**src/rtl/seg_display_arbiter.sv**
```systemverilog
// Round-robin owner arbitration for one 4-digit seven-segment display,
// with minimum hold time and active-low digit multiplexing.
module seg_display_arbiter #(
    parameter int SCAN_DVSR = 50000,
    parameter int HOLD_DVSR = 100000000
) (
    input  logic        clk,
    input  logic        reset,
    input  logic        disp_en,
    input  logic [2:0]  req,
    input  logic [31:0] src0_seg,
    input  logic [31:0] src1_seg,
    input  logic [31:0] src2_seg,
    input  logic [3:0]  src0_dig_en,
    input  logic [3:0]  src1_dig_en,
    input  logic [3:0]  src2_dig_en,
    output logic [2:0]  grant,
    output logic        busy,
    output logic [3:0]  an,
    output logic [7:0]  sseg
);
    localparam int SW = $clog2(SCAN_DVSR);
    localparam int HW = $clog2(HOLD_DVSR);

    typedef enum logic {IDLE, OWN} state_t;

    state_t         state_q, state_d;
    logic [1:0]     owner_q, owner_d;
    logic [1:0]     rr_last_q, rr_last_d;
    logic [HW-1:0]  hold_cnt_q, hold_cnt_d;
    logic [SW-1:0]  scan_cnt_q, scan_cnt_d;
    logic [1:0]     dig_idx_q, dig_idx_d;
    logic [2:0]     grant_q, grant_d;
    logic           busy_q, busy_d;
    logic [3:0]     an_q, an_d;
    logic [7:0]     sseg_q, sseg_d;

    logic           pick_valid;
    logic [1:0]     pick_idx;
    logic [1:0]     base;
    logic [2:0]     sum;
    logic [1:0]     cand;
    logic           hold_done;
    logic           owner_req;
    logic           scan_tick;
    logic [31:0]    own_seg;
    logic [3:0]     own_en;
    logic           lit;

    // Descending search so the nearest candidate after base wins.
    always_comb begin
        pick_valid = 1'b0;
        pick_idx   = 2'd0;
        sum        = 3'd0;
        cand       = 2'd0;
        base       = (state_q == OWN) ? owner_q : rr_last_q;
        for (int k = 3; k >= 1; k--) begin
            sum  = {1'b0, base} + 3'(k);
            cand = (sum >= 3'd3) ? 2'(sum - 3'd3) : sum[1:0];
            if (req[cand] && !(state_q == OWN && k == 3)) begin
                pick_valid = 1'b1;
                pick_idx   = cand;
            end
        end
    end

    assign hold_done = (hold_cnt_q == HW'(HOLD_DVSR - 1));
    assign owner_req = req[owner_q];

    always_comb begin
        state_d    = state_q;
        owner_d    = owner_q;
        rr_last_d  = rr_last_q;
        hold_cnt_d = hold_cnt_q;
        unique case (state_q)
            IDLE: begin
                if (pick_valid) begin
                    state_d    = OWN;
                    owner_d    = pick_idx;
                    hold_cnt_d = '0;
                end
            end
            OWN: begin
                if (!owner_req) begin
                    hold_cnt_d = '0;
                    if (pick_valid) begin
                        owner_d = pick_idx;
                    end else begin
                        state_d   = IDLE;
                        rr_last_d = owner_q;
                    end
                end else if (hold_done && pick_valid) begin
                    owner_d    = pick_idx;
                    hold_cnt_d = '0;
                end else if (!hold_done) begin
                    hold_cnt_d = hold_cnt_q + 1'b1;
                end
            end
            default: state_d = IDLE;
        endcase
        busy_d  = (state_d == OWN);
        grant_d = busy_d ? (3'b001 << owner_d) : 3'b000;
    end

    assign scan_tick = (scan_cnt_q == SW'(SCAN_DVSR - 1));

    always_comb begin
        scan_cnt_d = scan_tick ? '0 : scan_cnt_q + 1'b1;
        dig_idx_d  = scan_tick ? dig_idx_q + 2'd1 : dig_idx_q;
    end

    // Display path follows the registered grant, so it lags by one cycle.
    always_comb begin
        own_seg = src2_seg;
        own_en  = src2_dig_en;
        if (grant_q[0]) begin
            own_seg = src0_seg;
            own_en  = src0_dig_en;
        end else if (grant_q[1]) begin
            own_seg = src1_seg;
            own_en  = src1_dig_en;
        end
        lit    = busy_q && disp_en && own_en[dig_idx_q];
        an_d   = lit ? ~(4'b0001 << dig_idx_q) : 4'hF;
        sseg_d = lit ? ~own_seg[8*dig_idx_q +: 8] : 8'hFF;
    end

    always_ff @(posedge clk or posedge reset) begin
        if (reset) begin
            state_q    <= IDLE;
            owner_q    <= 2'd0;
            rr_last_q  <= 2'd2;
            hold_cnt_q <= '0;
            scan_cnt_q <= '0;
            dig_idx_q  <= 2'd0;
            grant_q    <= 3'b000;
            busy_q     <= 1'b0;
            an_q       <= 4'hF;
            sseg_q     <= 8'hFF;
        end else begin
            state_q    <= state_d;
            owner_q    <= owner_d;
            rr_last_q  <= rr_last_d;
            hold_cnt_q <= hold_cnt_d;
            scan_cnt_q <= scan_cnt_d;
            dig_idx_q  <= dig_idx_d;
            grant_q    <= grant_d;
            busy_q     <= busy_d;
            an_q       <= an_d;
            sseg_q     <= sseg_d;
        end
    end

    assign grant = grant_q;
    assign busy  = busy_q;
    assign an    = an_q;
    assign sseg  = sseg_q;
endmodule

```
**config.mk**
```make
export PLATFORM = sky130hd
export DESIGN_NAME = seg_display_arbiter
export DESIGN_NICKNAME = d
export VERILOG_FILES = /design/src/rtl/seg_display_arbiter.sv
export SDC_FILE = /design/constraint.sdc
export NUM_CORES = 1
export LEC_CHECK = 0
export CORE_AREA = 4 4 93 113
export DETAILED_ROUTE_END_ITERATION = 10
export DIE_AREA = 0 0 97 117
export GPL_ROUTABILITY_DRIVEN = 0
export PLACE_DENSITY_LB_ADDON = 0.2
export SYNTH_ARGS = -nofsm -noshare
export SYNTH_HDL_FRONTEND = slang
export SYNTH_SLANG_ARGS = --single-unit
```
**constraint.sdc**
```tcl
create_clock -name clk -period 2.83 [get_ports clk]
set_input_delay 0.566 -clock clk [delete_from_list [all_inputs] [get_ports clk]]
set_output_delay 0.566 -clock clk [all_outputs]
set_load 0.05 [all_outputs]
```
==> run_results.csv <==
group,metric,value,unit
worst_setup_path,cp_slowest_cell,"dfstp_2",
worst_setup_path,critical-path-top-delay-family,"compound AO/OA/AOI/OAI gates",
cts,htreeDepth,3,
timing,rsz0062_at_grt,"no",
route,wire_per_inst,18.4,µm
route,dr.first_iter.drc_count,152,
worst_setup_path,worst-path-max-fanout,30,
worst_setup_path,crit_chain,"nor2b_1, a21oi_1, ha_1, o221ai_1, a211oi_2, buf_12, or4b_1, a21oi_1",
route,drtPass1Iterations,4,
global_route,antenna_found_initial,0,
logic_synthesis,synth_area,4460,µm²
worst_setup_path,crit_top_cell,"a21oi_1",
timing,tightestPinTransition,0.637,ns
worst_hold_path,min_path_cells,1,
logic_synthesis,synth_edf_count,0,
logic_synthesis,syn_nets,598,
route,drc,0,
worst_setup_path,cp.arrival,2.79,ns
timing,slew_headroom,57.5,%
cts,cts_tree,"done",
logic_synthesis,ys_ff_latch,65,
route,wl,13.4,mm
final_layout,post-route-util,66.1,%
floorplan,core,9420,µm²
place,hpwl,10.5,mm
logic_synthesis,async_flop_share,100,%
cts,clk_pin_slew,0.05,ns
cts,cts.path.max_buffers,2,
logic_synthesis,synth_ff_type,"dfrtp_1",
final_layout,syn_to_final_growth,39.6,%
status,status,"complete, no violations",
worst_setup_path,r2r_start,"rr_last_q[1]",
power_and_ir_drop,vdd_drop_max,0.000657,V
worst_hold_path,worstHoldPathType,"flop to flop",
timing,slew_violations,0,
timing,worst_clock_skew,0.00529,ns
logic_synthesis,ys_types,67,
logic_synthesis,yosys.area.top_type_share,29.2,%
final_layout,fin_nets,724,
route,via_per_inst,5.79,
worst_setup_path,critPathRequiredTime,3.08,ns
worst_setup_path,rr_worst_depth,8,
cts,post-cts-setup-buffers,0,
logic_synthesis,synth_warnings,0,
worst_setup_path,cp-start-kind,"flop",
logic_synthesis,synth_top_area_cell,"dfrtp_1",
cts,ctsHoldBuffers,0,
global_route,grt_max_degree,67,
worst_setup_path,reg2reg_to,"hold_cnt_q[15]",
final_layout,multi_input_area,2630,µm²
logic_synthesis,avgSynthCellArea,9.36,µm²
worst_setup_path,cp_slowest_stage_delay,0.58,ns
global_route,grt_pass1_wl,21.8,mm
timing,finalCritPeriodShare,89.7,%
global_route,overflow,0,
floorplan,rows,39,
timing,layout_min_cycle_time,2.54,ns
final_layout,post_route_cells_drive_above_1_share,12.4,%
timing,fin_setup_tns,0,ns
timing,finalHoldViolCount,0,
floorplan,die_h,117,µm
flow_run,drv_cap,0,
floorplan,initial_core_util,47.3,%
route,num_vias,4226,
worst_setup_path,r2r_slack,0.29,ns
floorplan,ios,130,
worst_setup_path,cp-startpoint,"rr_last_q[1]",
worst_hold_path,hp-start,"scan_cnt_q[0]",
cts,clk_latency,0.33,ns
global_route,grt_pass1_vias,4278,
cts,cts_resized,0,
worst_setup_path,critPathBufInv,1,
logic_synthesis,synthTopCellsByArea,"dfrtp_1 29%, mux2i_1 9.7%, dfstp_2 7.7%",
cts,cts.sink_count,65,
worst_setup_path,path_class,"flop to flop",
final_layout,fillers,772,
cts,clock-root-buffer,"clkbuf_16",
floorplan,die_w,97,µm
logic_synthesis,ys_seq_area_share,36.9,%
power_and_ir_drop,power_density,718,nW/µm²
timing,max_freq,0.394,GHz
power_and_ir_drop,p_leak,2.47,nW
timing,finalSetupViolations,0,
cts,cts_buffers,9,
logic_synthesis,postSynthCellCount,476,
route,antenna_left,0,
worst_hold_path,hold_end,"scan_cnt_q[0]",
final_layout,regArea,1650,µm²
place,port_buffers,129,
worst_setup_path,end_kind,"flop",
floorplan,die-area,11300,µm²
final_layout,insertedDiodeCount,0,
global_route,globalRouteTotalUtil,24.1,%
cell usage in the layout, fill, tap and decap left out, types with 3 or more instances in the layout:
cell type / Yosys / final
o21ai_0: 46 / 46
dfrtp_1: 52 / 49
mux2_2: 3 / 3
ha_1: 8 / 8
or4b_1: 3 / 3
dfrtp_2: 0 / 3
or4_1: 5 / 5
o2bb2ai_1: 4 / 4
nand4_1: 7 / 7
xnor2_1: 7 / 7
and3_1: 11 / 11
mux4_2: 11 / 11
nor3_1: 3 / 3
buf_4: 3 / 11
nor2_1: 17 / 17
nand2_1: 63 / 63
nor2b_1: 3 / 3
o31ai_1: 3 / 3
and4_1: 3 / 3
a21oi_1: 26 / 26
clkbuf_16: 0 / 9
clkdlybuf4s50_1: 0 / 128
o21ai_1: 3 / 3
dfstp_2: 13 / 13
or3_1: 9 / 9
xor2_1: 10 / 10
o41ai_1: 3 / 3
mux2i_1: 43 / 43
inv_1: 16 / 15
o211ai_1: 13 / 13
and2_1: 3 / 3
nand3_1: 20 / 20
power breakdown:
part | switching (mW) | total, mW | internal [mW]
sequential | 0.0959 | 1.15 | 1.06
combinational | 1.24 | 2.12 | 0.882
clock | 0.403 | 1.20 | 0.793
metal layers:
layer	wire, µm	global-route usage (%)
met1	5310	26.7
met2	7160	46.3
met4	318	8.05
met5	0	0
met3	623	4.98
cell type report:
class | count | share of cell area (%)
Clock inverter | 5 | 1.29
Inverter | 17 | 1.03
Clock buffer | 11 | 3.90
Sequential cell | 65 | 26.5
Multi-Input combinational cell | 368 | 42.3
Timing Repair Buffer | 141 | 22.6
Tap cell | 123 | 2.47
cell usage after synthesis, types with 3 or more instances:
| cell type | count |
|---|---|
| a21oi_1 | 26 |
| and2_1 | 3 |
| and3_1 | 11 |
| and4_1 | 3 |
| buf_2 | 6 |
| buf_4 | 3 |
| clkbuf_1 | 15 |
| dfrtp_1 | 52 |
| dfstp_2 | 13 |
| ha_1 | 8 |
| inv_1 | 16 |
| mux2_2 | 3 |
| mux2i_1 | 43 |
| mux4_2 | 11 |
| nand2_1 | 63 |
| nand3_1 | 20 |
| nand4_1 | 7 |
| nor2_1 | 17 |
| nor2b_1 | 3 |
| nor3_1 | 3 |
| o211ai_1 | 13 |
| o21ai_0 | 46 |
| o21ai_1 | 3 |
| o2bb2ai_1 | 4 |
| o31ai_1 | 3 |
| o41ai_1 | 3 |
| or3_1 | 9 |
| or4_1 | 5 |
| or4b_1 | 3 |
| xnor2_1 | 7 |
| xor2_1 | 10 |
state kept, by name, indices dropped and copies added (netlist names):
register and cells:
hold_cnt_q 27, scan_cnt_q 16, sseg 8, an 4, grant 3, dig_idx_q 2
owner_q 2, rr_last_q 2, busy 1
how the worst max path moves through the flow:
stage | slack, ns | depth (start not counted) | to
2_1_floorplan | 0.02 | 11 | hold_cnt_q[8]
5_1_grt | 0.11 | 11 | hold_cnt_q[13]
6_report | 0.29 | 8 | hold_cnt_q[15]
3_5_place_dp | 0.18 | 7 | hold_cnt_q[18]
4_1_cts | 0.31 | 8 | hold_cnt_q[15]
3_3_place_gp | 0.28 | 7 | hold_cnt_q[23]
logic make-up after synthesis:
kind of cell | after synthesis | synth area share, %
AO/OA/AOI/OAI | 119 | 17.0
AND/OR/NAND/NOR | 167 | 20.3
multiplexers | 57 | 16.0
buffers and inverters | 43 | 4.21
XOR/XNOR | 17 | 3.34
adder cells (fa/ha/maj) | 8 | 2.25
flip-flops | 65 | 36.9
through the flow:
| step | hold slack [ns] | worst slack, ns | cells | total power, mW | cell area (µm²) |
|---|---|---|---|---|---|
| final | 0.459 | 0.291 | 730 | 4.47 | 6220 |
| after global placement | 0.445 | 0.284 | 714 | 3.21 | 5900 |
| after global routing | 0.485 | 0.109 | 730 | 4.74 | 6220 |
| after CTS | 0.460 | 0.307 | 730 | 4.50 | 6220 |
| after floorplan | 0.433 | 0.0193 | 476 | 2.62 | 4460 |
| after detailed placement | 0.453 | 0.175 | 714 | 3.28 | 5900 |
No activity file was read; power rests on OpenSTA's default activity.
